`src/rtl/cursor_region_decoder_pkg.sv`:
```
// Shared definitions for the cursor hit-test unit.
//   Region codes driven on value_choice, and the hit-test FSM state encoding.
package cursor_region_decoder_pkg;

  localparam logic [1:0] REG_BLANK = 2'd0;
  localparam logic [1:0] REG_BOARD = 2'd1;
  localparam logic [1:0] REG_BTN0  = 2'd2;
  localparam logic [1:0] REG_BTN1  = 2'd3;

  typedef enum logic [1:0] {
    ST_IDLE  = 2'd0,
    ST_DIV   = 2'd1,
    ST_CLASS = 2'd2
  } state_t;

endpackage

```
`src/rtl/cursor_region_decoder_seq_udiv.sv`:
```
// Restoring shift-subtract unsigned divider, one quotient bit per cycle.
//   clk, rst          : clock, synchronous active-high reset (drops any division in flight)
//   start             : load dividend/divisor, begin a W-cycle division
//   dividend, divisor : W-bit unsigned operands
//   done              : high during the final iteration cycle; results are
//                       stable from the following cycle until the next start
//   quotient, remainder : W-bit results
module seq_udiv #(
  parameter int W = 12
) (
  input  logic         clk,
  input  logic         rst,
  input  logic         start,
  input  logic [W-1:0] dividend,
  input  logic [W-1:0] divisor,
  output logic         done,
  output logic [W-1:0] quotient,
  output logic [W-1:0] remainder
);

  localparam int CW = (W > 1) ? $clog2(W) : 1;

  logic          busy;
  logic [CW-1:0] cnt;
  logic [W:0]    trial;
  logic [W:0]    diff;

  // Quotient register doubles as the dividend shifter: its MSB feeds the
  // partial remainder while quotient bits enter at the LSB.
  assign trial = {remainder, quotient[W-1]};
  assign diff  = trial - {1'b0, divisor};
  assign done  = busy && (cnt == CW'(W-1));

  always_ff @(posedge clk) begin
    if (rst) begin
      busy      <= 1'b0;
      cnt       <= '0;
      quotient  <= '0;
      remainder <= '0;
    end else if (start) begin
      busy      <= 1'b1;
      cnt       <= '0;
      quotient  <= dividend;
      remainder <= '0;
    end else if (busy) begin
      if (trial >= {1'b0, divisor}) begin
        remainder <= diff[W-1:0];
        quotient  <= {quotient[W-2:0], 1'b1};
      end else begin
        remainder <= trial[W-1:0];
        quotient  <= {quotient[W-2:0], 1'b0};
      end
      cnt <= cnt + 1'b1;
      if (done) busy <= 1'b0;
    end
  end

endmodule

```
`src/rtl/cursor_region_decoder.sv`:
```
// Cursor hit-test and key-event unit.
//   Maps a cursor pixel to the nearest board intersection or a screen button
//   and classifies the region; latches key events into a held interrupt.
//   clk, rst_p              : clock, synchronous active-high reset
//   x_i, y_i, btn_i, page_i : sample, taken on valid_i while ready_o=1
//   ready_o                 : engine idle
//   seat_x_o, seat_y_o, vga_btn_o, value_choice : classification result
//   out_valid_o             : one-cycle pulse when the result updates
//   btn_o, btn_valid_o, btn_ack_i, overrun_o    : key interrupt path
module cursor_region_decoder
  import cursor_region_decoder_pkg::*;
#(
  parameter int COORD_W     = 12,
  parameter int BTN_W       = 8,
  parameter int SEAT_W      = 4,
  parameter int BOARD_N     = 15,
  parameter int GRID_X0     = 200,
  parameter int GRID_Y0     = 40,
  parameter int PITCH       = 28,
  parameter int NUM_VBTN    = 4,
  parameter int VBTN_IDX_W  = 4,
  parameter int VBTN_X0     = 700,
  parameter int VBTN_Y0     = 100,
  parameter int VBTN_WIDTH  = 80,
  parameter int VBTN_HEIGHT = 40,
  parameter int VBTN_PITCH  = 60
) (
  input  logic                  clk,
  input  logic                  rst_p,
  input  logic [COORD_W-1:0]    x_i,
  input  logic [COORD_W-1:0]    y_i,
  input  logic [BTN_W-1:0]      btn_i,
  input  logic                  valid_i,
  input  logic                  page_i,
  output logic                  ready_o,
  output logic [SEAT_W-1:0]     seat_x_o,
  output logic [SEAT_W-1:0]     seat_y_o,
  output logic [VBTN_IDX_W-1:0] vga_btn_o,
  output logic [1:0]            value_choice,
  output logic                  out_valid_o,
  output logic [BTN_W-1:0]      btn_o,
  output logic                  btn_valid_o,
  input  logic                  btn_ack_i,
  output logic                  overrun_o
);

  localparam int OW = COORD_W + 1;

  state_t state, state_nx;
  logic   accept;

  // Signed offsets; bit COORD_W set means the cursor lies before the origin.
  logic [OW-1:0] ox_in, oy_in, by_in;
  logic          ox_neg, oy_neg, by_neg, xband, page;
  logic          bx_in;

  logic [COORD_W-1:0] qx, rx, qy, ry, qb, rb;
  logic               done_x, done_y, done_b;
  logic               board_hit, btn_hit;
  logic [BTN_W-1:0]   btn_prev;
  logic               key_event;

  assign accept = valid_i && (state == ST_IDLE);

  assign ox_in = {1'b0, x_i} + OW'(PITCH / 2) - OW'(GRID_X0);
  assign oy_in = {1'b0, y_i} + OW'(PITCH / 2) - OW'(GRID_Y0);
  assign by_in = {1'b0, y_i} - OW'(VBTN_Y0);
  assign bx_in = (x_i >= COORD_W'(VBTN_X0)) && (x_i < COORD_W'(VBTN_X0 + VBTN_WIDTH));

  seq_udiv #(.W(COORD_W)) u_div_x (
    .clk(clk), .rst(rst_p), .start(accept), .dividend(ox_in[COORD_W-1:0]),
    .divisor(COORD_W'(PITCH)), .done(done_x), .quotient(qx), .remainder(rx));
  seq_udiv #(.W(COORD_W)) u_div_y (
    .clk(clk), .rst(rst_p), .start(accept), .dividend(oy_in[COORD_W-1:0]),
    .divisor(COORD_W'(PITCH)), .done(done_y), .quotient(qy), .remainder(ry));
  seq_udiv #(.W(COORD_W)) u_div_b (
    .clk(clk), .rst(rst_p), .start(accept), .dividend(by_in[COORD_W-1:0]),
    .divisor(COORD_W'(VBTN_PITCH)), .done(done_b), .quotient(qb), .remainder(rb));

  always_ff @(posedge clk) begin
    if (rst_p) state <= ST_IDLE;
    else       state <= state_nx;
  end

  // The three dividers start together and run in lockstep.
  always_comb begin
    state_nx = state;
    ready_o  = 1'b0;
    case (state)
      ST_IDLE: begin
        ready_o = 1'b1;
        if (valid_i) state_nx = ST_DIV;
      end
      ST_DIV:   if (done_x && done_y && done_b) state_nx = ST_CLASS;
      ST_CLASS: state_nx = ST_IDLE;
      default:  state_nx = ST_IDLE;
    endcase
  end

  always_ff @(posedge clk) begin
    if (rst_p) begin
      ox_neg <= 1'b0;
      oy_neg <= 1'b0;
      by_neg <= 1'b0;
      xband  <= 1'b0;
      page   <= 1'b0;
    end else if (accept) begin
      ox_neg <= ox_in[COORD_W];
      oy_neg <= oy_in[COORD_W];
      by_neg <= by_in[COORD_W];
      xband  <= bx_in;
      page   <= page_i;
    end
  end

  assign board_hit = !ox_neg && !oy_neg &&
                     (qx < COORD_W'(BOARD_N)) && (qy < COORD_W'(BOARD_N));
  // rx/ry only matter to the divider itself; rb rejects the inter-button gap.
  assign btn_hit   = xband && !by_neg && (qb < COORD_W'(NUM_VBTN)) &&
                     (rb < COORD_W'(VBTN_HEIGHT));

  always_ff @(posedge clk) begin
    if (rst_p) begin
      seat_x_o     <= '0;
      seat_y_o     <= '0;
      vga_btn_o    <= '0;
      value_choice <= REG_BLANK;
      out_valid_o  <= 1'b0;
    end else begin
      out_valid_o <= (state == ST_CLASS);
      if (state == ST_CLASS) begin
        seat_x_o     <= '0;
        seat_y_o     <= '0;
        vga_btn_o    <= '0;
        value_choice <= REG_BLANK;
        if (board_hit) begin
          seat_x_o     <= qx[SEAT_W-1:0];
          seat_y_o     <= qy[SEAT_W-1:0];
          value_choice <= REG_BOARD;
        end else if (btn_hit) begin
          vga_btn_o    <= qb[VBTN_IDX_W-1:0];
          value_choice <= page ? REG_BTN1 : REG_BTN0;
        end
      end
    end
  end

  // Key path acts on the accepted sample directly, independent of the divide.
  assign key_event = accept && (btn_i != btn_prev) && (btn_i != '0);

  always_ff @(posedge clk) begin
    if (rst_p) begin
      btn_prev    <= '0;
      btn_o       <= '0;
      btn_valid_o <= 1'b0;
      overrun_o   <= 1'b0;
    end else begin
      if (accept) btn_prev <= btn_i;
      if (key_event) begin
        btn_o       <= btn_i;
        btn_valid_o <= 1'b1;
        if (btn_valid_o && !btn_ack_i) overrun_o <= 1'b1;
      end else if (btn_ack_i) begin
        btn_valid_o <= 1'b0;
      end
    end
  end

endmodule

```
`config.mk`:
```
export PLATFORM = sky130hd
export DESIGN_NAME = cursor_region_decoder
export DESIGN_NICKNAME = d
export VERILOG_FILES = /design/src/rtl/cursor_region_decoder_pkg.sv /design/src/rtl/cursor_region_decoder_seq_udiv.sv /design/src/rtl/cursor_region_decoder.sv
export SDC_FILE = /design/constraint.sdc
export NUM_CORES = 1
export LEC_CHECK = 0
export ABC_AREA = 1
export CORE_MARGIN = 10
export CORE_UTILIZATION = 50
export CTS_BUF_LIST = sky130_fd_sc_hd__clkbuf_8
export CTS_CLUSTER_SIZE = 30
export DETAILED_ROUTE_END_ITERATION = 7
export DONT_BUFFER_PORTS = 1
export GPL_ROUTABILITY_DRIVEN = 0
export HOLD_SLACK_MARGIN = 0.06
export PLACE_DENSITY = 0.67
export SYNTH_ARGS = -nofsm -noshare
export SYNTH_HDL_FRONTEND = slang
export SYNTH_SLANG_ARGS = --single-unit
```
`constraint.sdc`:
```
create_clock -name clk -period 1.5 [get_ports clk]
set_input_delay 0.15 -clock clk [delete_from_list [all_inputs] [get_ports clk]]
set_output_delay 0.15 -clock clk [all_outputs]
set_load 0.01 [all_outputs]
```
==> impl_metrics.tcl <==
set metrics [dict create \
    clk_latency_ps 450 \
    netlist_area_um2 6620 \
    core-area_um2 12800 \
    stdcell_count 1242 \
    async_flop_share 0 \
    die_h_um 135 \
    areaGrowthSynthToFinish_pct 21.2 \
    path_cells "ha_4 > nand2_1 > nor2_1 > nand2_1 > nand3_4 > clkinv_2 > nand2_1 > nand3_1 > nand2_1 > inv_1" \
    synth_top_family_by_area "simple AND/OR/NAND/NOR gates" \
    synth_compound_area_frac 0.142 \
    syn-instance-count 983 \
    slew_headroom 0.755 \
    hold_violations 0 \
    synthMuxAreaShare 0 \
    path_clk_slew_ps 80 \
    vias 6532 \
    synth-seq-cells 127 \
    post-route-period-util 0.957 \
    skew_ps 10.9 \
    setup_tns_ps 0 \
    dpl.cell_count 1167 \
    num_rows 41 \
    cp_data_required_time_ps 1850 \
    synth_cell_type_count 43 \
    final-max-slew-violation-count 0 \
    antenna_found_initial 1 \
    cp-end-kind "flip-flop" \
    final_util 0.628 \
    grt_pass1_vias 5918 \
    cp_common_cell "nand2_1" \
    power_density_nw_per_um2 1200 \
    port_buffers 0 \
    worstSetupPathType "flip-flop to flip-flop" \
    critPathSlowestCell "dfxtp_2" \
    cts_max_path_buffers 2 \
    outcome "finished clean" \
    viasPerCell 5.26 \
    syn-num-nets 1031 \
    setup.worst_path.start_class "flip-flop" \
    synth.top_cell.area_share 0.384 \
    synthAdderAreaFrac 0.0208 \
    critPathBufInv 2 \
    clkSinkCount 127 \
    cp_max_fo 8 \
    wl_per_cell_um 14.4 \
    synth_ff_type "dfxtp_1" \
    critical-path-top-delay-family "simple AND/OR/NAND/NOR gates" \
    gr-total-overflow 0 \
    remaining_drc_errors 0 \
    cts_tree "done" \
    drt_iter0_drc 416 \
    hold_class "input port to flip-flop" \
    dp_hpwl_um 12400 \
    start_util 0.518 \
    final_antenna_net_count 0 \
    fmax_ghz 0.697 \
    finalCriticalPeriod_ps 1440 \
    maxCapViolations 0 \
    dieArea_um2 18200 \
    die_x_um 135 \
    grt_pass1_wl_um 28900 \
    ys_seq_area_frac 0.384 \
    hold_ws_ps 73.1 \
    cts.htree.levels 4 \
    synth_xor_xnor_area_share 0.0291 \
    ys.warnings.count 0 \
    worstPathArrival_ps 1790 \
    first_pass_iters 5 \
    synth_edf_count 0 \
    ctsRootBufferMaster "clkbuf_8" \
    io-pin-count 63 \
    nets 1105 \
    layout-drive-gt1-share 0.116 \
    synth_area_leaders "dfxtp_1 38%, nand2_1 14%, inv_1 7.1%" \
    grt_max_degree 47 \
    postSynthAreaPerCell_um2 6.74 \
    finalSetupViolCount 0 \
    cts_made_buffers 17 \
    power.leakage_nw 3.57 \
    tightest_slew_ps 363 \
    max_stage_delay_ps 380 \
    track_usage 0.195 \
    totalWireLength_um 17900 \
    synthSimpleGateAreaFrac 0.322 \
    yosys.area.top_type "dfxtp_1" \
    vdd_ir_drop_max_mv 0.668 \
]
-- state kept, by name (all words and copies together), names as in the netlist, 8 cells and up --
signal             flops
u_div_b.quotient      12
u_div_b.remainder     12
u_div_x.quotient      12
u_div_x.remainder     12
u_div_y.quotient      12
u_div_y.remainder     12
btn_o                  8
btn_prev               8
-- cell type report --
cell class | instances | area (µm²)
Timing Repair Buffer | 85 | 785
Inverter | 133 | 503
Clock inverter | 13 | 258
Sequential cell | 127 | 2550
Antenna cell | 1 | 2.50
Tap cell | 172 | 215
Fill cell | 1189 | 4750
Clock buffer | 18 | 248
Multi-Input combinational cell | 693 | 3460
-- cells in the mapped netlist (all sizes together), types with 2 or more instances --
cell and instances:
ha 11, nand2 255, dfxtp 127, nor3 8
nand4 24, nor2 110, buf 24, o211ai 3
inv 130, o21ai 52, xnor2 6, or2 4
o31ai 2, xor2 16, a22o 3, clkbuf 6
o22ai 22, a31oi 8, clkinv 3, a21oi 79
nand3 83
-- layout by cell type, fill, tap and decap left out, types with 2 or more instances in the layout --
cell           instances
a21oi_1               78
a22o_1                 3
a31oi_1                8
buf_12                 4
buf_4                 43
bufinv_16              7
clkbuf_8              18
clkinv_1               2
clkinv_2               2
dfxtp_1              121
dfxtp_2                5
dlygate4sd3_1         37
ha_1                  10
inv_1                124
inv_2                  5
inv_6                  3
nand2_1              242
nand2_2                8
nand2_4                5
nand3_1               81
nand4_1               24
nor2_1               100
nor2_2                 5
nor2_4                 4
nor3_1                 7
o211ai_1               3
o21ai_0               47
o21ai_1                5
o22ai_1               22
o31ai_1                2
or2_0                  2
or2_2                  2
xnor2_1                6
xor2_1                16
-- through the flow --
stage	setup slack [ps]	power, mW	cell area, µm²
floorplan	159	5.13	6620
global placement	49.6	5.62	7020
detailed placement	2.84	5.63	7020
CTS	12.2	9.55	7920
global route	-29.6	10.1	8020
finish	64.8	9.62	8020
-- worst min-delay path, delay by kind of cell --
kind            cells  cell delay [ps]
buf+inv             1               60
compound gates      3              270
-- where the power goes --
group	total (mW)	switching, mW	internal (mW)	leakage [nW]
clock network	3.80	1.43	2.36	0.250
logic	2.04	1.20	0.833	2.28
registers	3.78	0.187	3.60	1.04
-- metal layers --
layer / track usage / wire length [µm] / vias up
met5: 0 / 0 / -
met4: 0.0688 / 383 / 0
met3: 0.0593 / 1060 / 32
met2: 0.312 / 8470 / 170
met1: 0.242 / 7990 / 2984
li1: - / - / 3346
-- cell families after synthesis --
family	count (synthesis)
xor+xnor	22
compound gates	173
fa+ha+maj	11
buf+inv	163
flops	127
simple gates	487
-- timing repair --
item,4_1_cts,5_1_grt
setup endpoints to repair,3,48
pin swaps,0,1
gates cloned,0,0
hold buffers,38,0
gates resized for setup,1,22
endpoints found under the hold margin,78,0
buffers inserted,0,5
-- path summary, 6_finish.rpt --
kind | startpoint | end | slack [ps] | cells past startpoint
setup / recovery | u_div_y.remainder[1] | u_div_y.remainder[2] | 60 | 10
hold / removal | y_i[6] | u_div_y.quotient[6] | 70 | 4
setup reg to reg | u_div_y.remainder[1] | u_div_y.remainder[2] | 60 | 10
hold reg to reg | u_div_b.quotient[11] | u_div_b.remainder[0] | 470 | 2
Note: power is estimated with default switching activity, not from simulation.
